**src/rtl/tile_blitter_pkg.sv**
```systemverilog
// Shared types and constants for the tile blitter: FSM states, pixel byte layout
// and a small width helper.
package tile_blitter_pkg;

    typedef enum logic [1:0] {
        IDLE,
        FETCH,
        EMIT,
        DONE
    } state_e;

    localparam int BYTES_PER_PX = 3;
    localparam int RGB_W        = 24;

    // Byte index k within a pixel: ROM order is R, G, B
    typedef logic [1:0] byte_idx_t;
    localparam byte_idx_t BYTE_R = 2'd0;
    localparam byte_idx_t BYTE_G = 2'd1;
    localparam byte_idx_t BYTE_B = 2'd2;

    function automatic int clog2_min1(input int n);
        return (n > 1) ? $clog2(n) : 1;
    endfunction

endpackage

```
**src/rtl/tile_raster_ctr.sv**
```systemverilog
// Column/row raster counter for one tile, with the linear pixel index
// (row*TILE_W+col) and a flag marking the tile's last pixel.
module tile_raster_ctr
    import tile_blitter_pkg::*;
#(
    parameter int TILE_W = 8,
    parameter int TILE_H = 8,
    parameter int COL_W  = clog2_min1(TILE_W),
    parameter int ROW_W  = clog2_min1(TILE_H),
    parameter int IDX_W  = clog2_min1(TILE_W * TILE_H)
) (
    input  logic             clk,
    input  logic             resetn,
    input  logic             clear,
    input  logic             advance,
    output logic [COL_W-1:0] col,
    output logic [ROW_W-1:0] row,
    output logic [IDX_W-1:0] idx,
    output logic             last_px
);

    logic col_last;
    logic row_last;

    assign col_last = (col == COL_W'(TILE_W - 1));
    assign row_last = (row == ROW_W'(TILE_H - 1));
    assign last_px  = col_last && row_last;
    assign idx      = IDX_W'(row) * IDX_W'(TILE_W) + IDX_W'(col);

    always_ff @(posedge clk or negedge resetn) begin
        if (!resetn) begin
            col <= '0;
            row <= '0;
        end else if (clear) begin
            col <= '0;
            row <= '0;
        end else if (advance) begin
            if (col_last) begin
                col <= '0;
                row <= row_last ? '0 : row + ROW_W'(1);
            end else begin
                col <= col + COL_W'(1);
            end
        end
    end

endmodule

```
**src/rtl/tile_blitter.sv**
```systemverilog
// Tile-to-framebuffer blitter: reads R,G,B bytes per pixel from a byte ROM and
// emits raster-ordered pixel writes. Define TILE_BLITTER_TRANSPARENT_EN to skip KEY_RGB pixels.
module tile_blitter
    import tile_blitter_pkg::*;
#(
    parameter int          TILE_W  = 8,
    parameter int          TILE_H  = 8,
    parameter int          COORD_W = 8,
    parameter int          ADDR_W  = 12,
    parameter int          ROM_LAT = 1,
    parameter logic [23:0] KEY_RGB = 24'hFF00FF
) (
    input  logic               clk,
    input  logic               resetn,
    input  logic               start,
    input  logic [ADDR_W-1:0]  tile_base,
    input  logic [COORD_W-1:0] x_pos,
    input  logic [COORD_W-1:0] y_pos,
    output logic               busy,
    output logic               done,
    output logic [ADDR_W-1:0]  rom_addr,
    input  logic [7:0]         rom_data,
    output logic               px_valid,
    input  logic               px_ready,
    output logic [COORD_W-1:0] px_x,
    output logic [COORD_W-1:0] px_y,
    output logic [RGB_W-1:0]   px_rgb
);

    localparam int COL_W = clog2_min1(TILE_W);
    localparam int ROW_W = clog2_min1(TILE_H);
    localparam int IDX_W = clog2_min1(TILE_W * TILE_H);
    localparam int LAT_W = clog2_min1(ROM_LAT + 1);

    state_e             state_q;
    state_e             state_d;
    logic               clear_ctr;
    logic               advance_ctr;
    logic               prime;
    logic               wait_last;
    logic               key_hit;
    logic [LAT_W-1:0]   wait_cnt;
    byte_idx_t          k;
    logic [ADDR_W-1:0]  base_r;
    logic [COORD_W-1:0] x_r;
    logic [COORD_W-1:0] y_r;
    logic [7:0]         r_q;
    logic [7:0]         g_q;
    logic [ADDR_W-1:0]  addr_px_cur;
    logic [ADDR_W-1:0]  addr_px_next;
    logic [COL_W-1:0]   col;
    logic [ROW_W-1:0]   row;
    logic [IDX_W-1:0]   idx;
    logic               last_px;

    tile_raster_ctr #(
        .TILE_W (TILE_W),
        .TILE_H (TILE_H),
        .COL_W  (COL_W),
        .ROW_W  (ROW_W),
        .IDX_W  (IDX_W)
    ) u_raster (
        .clk     (clk),
        .resetn  (resetn),
        .clear   (clear_ctr),
        .advance (advance_ctr),
        .col     (col),
        .row     (row),
        .idx     (idx),
        .last_px (last_px)
    );

    assign addr_px_cur  = base_r + ADDR_W'(idx) * ADDR_W'(BYTES_PER_PX);
    assign addr_px_next = addr_px_cur + ADDR_W'(BYTES_PER_PX);
    assign wait_last    = (wait_cnt == LAT_W'(ROM_LAT));

`ifdef TILE_BLITTER_TRANSPARENT_EN
    assign key_hit = ({r_q, g_q, rom_data} == KEY_RGB);
`else
    logic unused_key;
    assign unused_key = ^KEY_RGB;
    assign key_hit    = 1'b0;
`endif

    assign busy     = (state_q != IDLE);
    assign done     = (state_q == DONE);
    assign px_valid = (state_q == EMIT);

    always_ff @(posedge clk or negedge resetn) begin
        if (!resetn) begin
            state_q <= IDLE;
        end else begin
            state_q <= state_d;
        end
    end

    always_comb begin
        state_d     = state_q;
        clear_ctr   = 1'b0;
        advance_ctr = 1'b0;
        case (state_q)
            IDLE: begin
                if (start) begin
                    state_d   = FETCH;
                    clear_ctr = 1'b1;
                end
            end
            FETCH: begin
                if (!prime && wait_last && (k == BYTE_B)) begin
                    if (!key_hit) begin
                        state_d = EMIT;
                    end else if (last_px) begin
                        state_d = DONE;
                    end else begin
                        advance_ctr = 1'b1;
                    end
                end
            end
            EMIT: begin
                if (px_ready) begin
                    if (last_px) begin
                        state_d = DONE;
                    end else begin
                        advance_ctr = 1'b1;
                        state_d     = FETCH;
                    end
                end
            end
            DONE: begin
                state_d = IDLE;
            end
            default: begin
                state_d = IDLE;
            end
        endcase
    end

    // The first FETCH cycle (prime) loads the tile's first byte address; afterwards
    // each address is held for ROM_LAT+1 cycles and the next one is preloaded on capture.
    always_ff @(posedge clk or negedge resetn) begin
        if (!resetn) begin
            base_r   <= '0;
            x_r      <= '0;
            y_r      <= '0;
            k        <= BYTE_R;
            wait_cnt <= '0;
            prime    <= 1'b0;
            r_q      <= '0;
            g_q      <= '0;
            rom_addr <= '0;
            px_x     <= '0;
            px_y     <= '0;
            px_rgb   <= '0;
        end else begin
            case (state_q)
                IDLE: begin
                    if (start) begin
                        base_r   <= tile_base;
                        x_r      <= x_pos;
                        y_r      <= y_pos;
                        k        <= BYTE_R;
                        wait_cnt <= '0;
                        prime    <= 1'b1;
                    end
                end
                FETCH: begin
                    if (prime) begin
                        rom_addr <= addr_px_cur;
                        prime    <= 1'b0;
                        wait_cnt <= '0;
                    end else if (!wait_last) begin
                        wait_cnt <= wait_cnt + LAT_W'(1);
                    end else begin
                        wait_cnt <= '0;
                        case (k)
                            BYTE_R: begin
                                r_q      <= rom_data;
                                k        <= BYTE_G;
                                rom_addr <= rom_addr + ADDR_W'(1);
                            end
                            BYTE_G: begin
                                g_q      <= rom_data;
                                k        <= BYTE_B;
                                rom_addr <= rom_addr + ADDR_W'(1);
                            end
                            default: begin
                                k      <= BYTE_R;
                                px_x   <= x_r + COORD_W'(col);
                                px_y   <= y_r + COORD_W'(row);
                                px_rgb <= {r_q, g_q, rom_data};
                                if (key_hit && !last_px) begin
                                    rom_addr <= addr_px_next;
                                end
                            end
                        endcase
                    end
                end
                EMIT: begin
                    if (px_ready && !last_px) begin
                        rom_addr <= addr_px_next;
                    end
                end
                default: begin
                end
            endcase
        end
    end

endmodule

```
**config.mk**
```make
export PLATFORM = sky130hd
export DESIGN_NAME = tile_blitter
export DESIGN_NICKNAME = d
export VERILOG_FILES = /design/src/rtl/tile_blitter_pkg.sv /design/src/rtl/tile_raster_ctr.sv /design/src/rtl/tile_blitter.sv
export SDC_FILE = /design/constraint.sdc
export NUM_CORES = 1
export LEC_CHECK = 0
export ABC_CLOCK_PERIOD_IN_PS = 3100
export CAP_MARGIN = 0
export CORE_MARGIN = 1.5
export CORE_UTILIZATION = 37
export CTS_BUF_LIST = sky130_fd_sc_hd__clkbuf_4
export DETAILED_ROUTE_END_ITERATION = 7
export GPL_TIMING_DRIVEN = 0
export SLEW_MARGIN = 40
export SYNTH_ARGS = -nofsm -noshare
export SYNTH_HDL_FRONTEND = slang
export SYNTH_HIERARCHICAL = 1
export SYNTH_SLANG_ARGS = --single-unit
```
**constraint.sdc**
```tcl
create_clock -name clk -period 3.1 [get_ports clk]
set_input_delay 0.93 -clock clk [delete_from_list [all_inputs] [get_ports clk]]
set_output_delay 0.93 -clock clk [all_outputs]
set_load 0.005 [all_outputs]
```
After elaboration in Yosys (flattened, before gate mapping)
Cells that the tools add are included.

storage, ports and cells
  flip-flop bits (word level) = 108
  output and inout bits = 55

operators by class
  add/subtract/negate cells = 9
  $mul = 1
  equal/unequal tests = 15
  muxes and demuxes = 33
  bitwise gates (word level) = 2
  reductions and logical operators = 23

operators with widths
  kind                     count
  $mux W12                 4
  $pmux W12 S2             1
  $mux W3                  7
  $reduce_and A4 Y1        5
  $add A8 B3 Y8            2
  $mux W2                  7
  $add A12 B1 Y12 const B  1
  $add A12 B2 Y12 const B  1
  $add A12 B8 Y12          1
  $reduce_bool A2 Y1       5
  $mux W1                  9
  $mul A6 B2 Y8 const B    1
  $ne A2 B2 Y1 const B     4
  $pmux W2 S2              2
  $pmux W2 S4              1
  $add A3 B1 Y3 const B    2
  $add A6 B3 Y6            1
  $eq A2 B2 Y1 const B     3
  $eq A3 B3 Y1 const B     2
  $ne A3 B3 Y1 const B     2
  $reduce_and A2 Y1        3
  $eq A2 B1 Y1 const B     2
  $logic_and A1 B1 Y1      4
  $logic_not A2 Y1         2
  other kinds (7)          11

Longest topological paths before layout
  depth after elaboration = 7
  mapped depth = 12

By module
The synthesis kept the hierarchy.

modules (own cells, without submodules)
  module           instances  cells each  area each (um2)  sequential area each (um2)
  tile_blitter     1          464         5281.3           2552.4
  tile_raster_ctr  1          36          390.4            150.1

Least setup slack after synthesis
Ideal clock, no wire load.

  path kind = register -> register
  start = register u_raster.col[0]
  end = register rom_addr[11]
  library setup time = 0.131 ns
  arrival time = 2.973 ns
  required time = 2.969 ns
  slack = -0.004 ns
  cell stages (with the launch flop) = 12
  cell sequence = dfrtp_1 buf_4 fa_1 ha_1 fa_1 a21o_1 a21oi_1 xnor2_1 nand4_2 nor4_4 xnor2_1 o211ai_2

between the ends
  word-level cells in the longest chain between the ends = 6
  elaborated cells between the ends (all ways) = 13
  classes of those cells = add/sub: 3; mul: 1; eq/ne: 2; mux: 3; reduce/logical: 4

ends and longest elaborated chain
  what                    RTL line               text
  from (decl)             tile_raster_ctr.sv:16  output logic [COL_W-1:0] col,
  from (signal assigned)  tile_raster_ctr.sv:42  col <= col + COL_W'(1);
  $add A6 B3 Y6 (*)       tile_raster_ctr.sv:28  assign idx = IDX_W'(row) * IDX_W'(TILE_W) + IDX_W'(col);
  net idx[0]              tile_blitter.sv:53     logic [IDX_W-1:0] idx;
  $mul A6 B2 Y8 (*)       tile_blitter.sv:73     assign addr_px_cur = base_r + ADDR_W'(idx) * ADDR_W'(BYTES_PER_PX);
  $add A12 B8 Y12 (*)     tile_blitter.sv:73
  $add A12 B2 Y12         tile_blitter.sv:74     assign addr_px_next = addr_px_cur + ADDR_W'(BYTES_PER_PX);
  $mux W12                tile_blitter.sv:199    if (px_ready && !last_px) begin
  $pmux W12 S2 (*)        tile_blitter.sv:155    case (state_q)
  to (signal assigned)    tile_blitter.sv:168    rom_addr <= addr_px_cur;
  to (signal assigned)    tile_blitter.sv:192    rom_addr <= addr_px_next;
  to (signal assigned)    tile_blitter.sv:200    rom_addr <= addr_px_next;
  to (decl)               tile_blitter.sv:21     output logic [ADDR_W-1:0] rom_addr,

Mark *: on every way through the listed nets, which the timed path passes. The rest lies on a longest branch. The select of a mux whose other input is x is not followed.
A chain may end at the register's enable or synchronous reset.

Worst setup path after layout
  start = register u_raster.col[1]
  end = register rom_addr[11]

The elaborated chain is that of the path after synthesis.

==> results.env <==
CP_TOP_FAMILY='adder cells'
CLOCK_INSERTION_DELAY_WORST_SKEW_NS=0.48
SETUP_SLACK_NS=0.04401
POST-PLACE-WS_NS=-0.2906
LEAKAGEPOWER_nW=3.002
LARGEST_REGISTER='px_rgb'
PLACE.GP.CONGESTION=0.8861
CRITICAL_PATH.CELL_CHAIN='buf_6 -> fa_1 -> ha_2 -> fa_2 -> a21o_1 -> a21oi_4 -> o2bb2ai_2 -> xnor2_2 -> nor4_4 -> xnor2_1 -> o211ai_2'
TIMING.FINAL.CRIT_SHARE=0.9858
POST-ROUTE-MIN-PERIOD_NS=3.056
SYNTH_SEQ_CELLS=108
YS.FLOP_TYPE='sky130_fd_sc_hd__dfrtp_1'
CLOCK_TRANSITION_TIME_AT_THE_FLIP_FLOP_CLOCK_PINS_OF_THE_WORST_SETUP_AND_HOLD_PATHS_NS=0.17
PEAKVDDDROP_uV=448.1
GRT_SETUP_UNREPAIRED='yes'
WL_PER_CELL_UM=15.82
SLOWEST_STAGE='sky130_fd_sc_hd__fa_1'
BOUNDARYPINS=95
DETAILEDROUTE.FIRSTPASSITERATIONCOUNT=4
DRT_FIRST_ITER_VIOLATIONS=238
WORST-SLEW-PIN-TRANSITION_NS=0.6556
HPWLAFTERDP_UM=9164
POWER.DENSITY_nW_PER_UM2=906.3
CRITPATHMAXFANOUT=4
DIEHEIGHT_UM=126.8
START_UTIL=0.3759
FINAL_LAYOUT_SIZE_SUFFIX_GT1_FRAC=0.2215
AREA_GROWTH_PCT=25.92
SYNTH_AREA_UM2=5672
RUN_STATUS='completed'
INITIAL_ANTENNA_VIOLATION_COUNT=1
GRT_REMAINING_OVERFLOW=0
DRC=0
WORSTSETUPSTARTPOINTTYPE='flip-flop'
SYNTH_EDF_COUNT=0
MAX_STAGE_DELAY_NS=0.45
CTS_HOLD_REPAIR.BUFFERS=0
TIMING.CRITICAL_PATH.FROM='u_raster/col[1]$_DFFE_PN0P_'
FINAL_MAX_SLEW_VIOL_COUNT=0
SYNTH_WARNINGS=6
CTS_MAX_PATH_BUFFERS=2
R2R_START='u_raster/col[1]$_DFFE_PN0P_'
CORE_UM2=15090
FLIP_FLOP_COUNT_OF_THE_LARGEST_REGISTER_AFTER_LAYOUT=24
FLOORPLAN.ROWS=45
CTS_BUFFERS=9
HOLD_PATH_CLASS='in -> async'
SYN-MEAN-INSTANCE-AREA_UM2=11.34
DRV_CAP=0
SYNTH-ASYNC-RESET-RATIO=1.000
TRITONCTS='built'
SYNTH-SEQ-AREA-SHARE=0.4765
VIAS=4129
MAXSLEWHEADROOM=0.5609
FINAL.HOLD.WORST_SLACK_NS=0.3131
FIN_NETS=678
FINAL-SETUP-VIOL-COUNT=0
POST_SYNTH_NUM_CELL_TYPES=58
GLOBAL_ROUTE.USAGE.TOTAL=0.1653
DIEAREA_UM2=16080
WORST_CLOCK_SKEW_NS=0.01514
GLOBAL_ROUTE_WIRE_LENGTH_BEFORE_REPAIR_UM=20960
LARGEST_REGISTERS='px_rgb: 24 flops, base_r: 12 flops, rom_addr: 12 flops'
DRT-VIAS-PER-INSTANCE=5.142
NUMPORTBUFFERS=94
GRT_START_MAX_NET_PINS=67
HOLD_VIO_CNT_FINAL=0
GRT_PASS1_VIAS=4247
REPORT.POWER.TOTAL_W=0.006473
CP.BUFFERS_INVERTERS=1
CLOCK-SINKS=108
CTS_ROOT_BUFFER='sky130_fd_sc_hd__clkbuf_4'
FMAXACHIEVABLE_MHz=327.2
CRITICAL_PATH_CAPTURE_POINT_TYPE='flip-flop'
PATH_CLASS='reg -> reg'
DIE-WIDTH_UM=126.8
ROUTED_WL_UM=12710
CTS_HTREE_LEVELS=3
POST_SYNTH_INST_COUNT=500
ROUTED_ANTENNA_NETS=0
CRITICAL_PATH_ARRIVAL_NS=3.42
SYNTH_FP_NETS=569
CRIT_REQUIRED_NS=3.46
-- where the power goes --
group	switching [W]	total, W	leakage [nW]	internal [W]
sequential	0.000477	0.00254	1.31	0.00206
clock	0.000492	0.000675	0.0654	0.000182
combinational	0.00145	0.00326	1.63	0.00181
total	0.00242	0.00647	3.00	0.00406
-- logic make-up after synthesis --
kind of cell	Yosys count	synth area share
and+or+nand+nor	127	0.1114
DFF	108	0.4765
AOI/OAI and AO/OA	95	0.1090
muxes	71	0.1405
xor gates and xnor gates	35	0.05405
buffers and inverters	35	0.03397
adders and majority gates	29	0.07456
-- worst reg2reg max path: stages, from the launching register on --
cell and delay, ns:
sky130_fd_sc_hd__dfrtp_1 0.43, sky130_fd_sc_hd__buf_6 0.13, sky130_fd_sc_hd__fa_1 0.45, sky130_fd_sc_hd__ha_2 0.23, sky130_fd_sc_hd__fa_2 0.38, sky130_fd_sc_hd__a21o_1 0.23, sky130_fd_sc_hd__a21oi_4 0.23, sky130_fd_sc_hd__o2bb2ai_2 0.12
sky130_fd_sc_hd__xnor2_2 0.21, sky130_fd_sc_hd__nor4_4 0.28, sky130_fd_sc_hd__xnor2_1 0.17, sky130_fd_sc_hd__o211ai_2 0.09
-- cells in the mapped netlist, types with 5 or more instances --
master,number,share of area
sky130_fd_sc_hd__ha_1,21,0.046
sky130_fd_sc_hd__o21ai_0,29,0.026
sky130_fd_sc_hd__buf_4,7,0.0093
sky130_fd_sc_hd__nand3_1,11,0.0097
sky130_fd_sc_hd__xor2_1,18,0.028
sky130_fd_sc_hd__nor2b_1,5,0.0055
sky130_fd_sc_hd__nor2_1,22,0.015
sky130_fd_sc_hd__o2111ai_1,5,0.0077
sky130_fd_sc_hd__a21o_1,5,0.0066
sky130_fd_sc_hd__xnor2_1,17,0.026
sky130_fd_sc_hd__clkbuf_1,10,0.0066
sky130_fd_sc_hd__nand2_1,54,0.036
sky130_fd_sc_hd__inv_1,11,0.0073
sky130_fd_sc_hd__nand2b_1,7,0.0077
sky130_fd_sc_hd__dfrtp_1,108,0.48
sky130_fd_sc_hd__a21oi_1,27,0.024
sky130_fd_sc_hd__fa_1,8,0.028
sky130_fd_sc_hd__mux2_2,69,0.14
-- worst paths after layout --
| path | endpoint | slack [ns] | depth (start not counted) |
|---|---|---|---|
| worst max register to register | rom_addr[11]$_DFFE_PN0P_ | 0.04 | 11 |
| worst min-delay path | rom_addr[9]$_DFFE_PN0P_ | 0.31 | 1 |
| worst min register to register | wait_cnt$_DFFE_PN0P_ | 0.50 | 1 |
| min in group clk | wait_cnt$_DFFE_PN0P_ | 0.50 | 1 |
| max in group asynchronous | px_y[4]$_DFFE_PN0P_ | 2.16 | 2 |
| worst max-delay path | rom_addr[11]$_DFFE_PN0P_ | 0.04 | 11 |
-- layout by cell type (no fill, tap or decap), drive strengths merged, types with 7 or more instances in the layout --
cell and count:
nand2b 7, buf 16, dfrtp 108, o21ai 30, fa 8, xnor2 17, xor2 18, nand3 11
nor2 22, nand2 54, a21oi 28, clkbuf 22, ha 21, clkdlybuf4s50 93, inv 15, mux2 69
-- metal layers --
metal / up-vias / share of wire / GRT usage / routed length (um)
met3: 7 / 0.057 / 0.04555 / 721
met5: - / 0 / 0 / 0
li1: 1984 / - / - / -
met1: 2025 / 0.47 / 0.2130 / 5940
met4: 0 / 0.0095 / 0.05013 / 121
met2: 113 / 0.47 / 0.2717 / 5924
-- per-stage QoR --
| step | std cells | setup TNS, ns | utilization | area [um^2] |
|---|---|---|---|---|
| finish | 803 | 0 | 0.4733 | 7142 |
| global route | 803 | -0.06520 | 0.4733 | 7142 |
| CTS | 801 | 0 | 0.4687 | 7073 |
| detailed placement | 783 | -1.027 | 0.4570 | 6895 |
| global placement | 782 | -330.58 | 0.4543 | 6855 |
| floorplan | 500 | 0 | - | 5679 |
-- final cells by class --
| type | count | area (um^2) |
|---|---|---|
| fillers | 1430 | 7948 |
| plain buffers | 23 | 152.6 |
| clock buffers | 10 | 75.07 |
| inverters | 12 | 45.04 |
| flip-flops and latches | 108 | 2704 |
| clock inverters | 6 | 46.29 |
| multi-input cells | 357 | 2882 |
| well taps | 188 | 235.2 |
| repair buffers | 98 | 999.7 |
| diodes | 1 | 2.502 |
-- repair_timing --
| action | in CTS | in global routing |
|---|---|---|
| pin swaps | 1 | 6 |
| endpoints found under the setup margin | 6 | 6 |
| buffers inserted | 2 | 1 |
| resized for setup | 7 | 14 |
No activity file was read; power rests on OpenSTA's default activity.
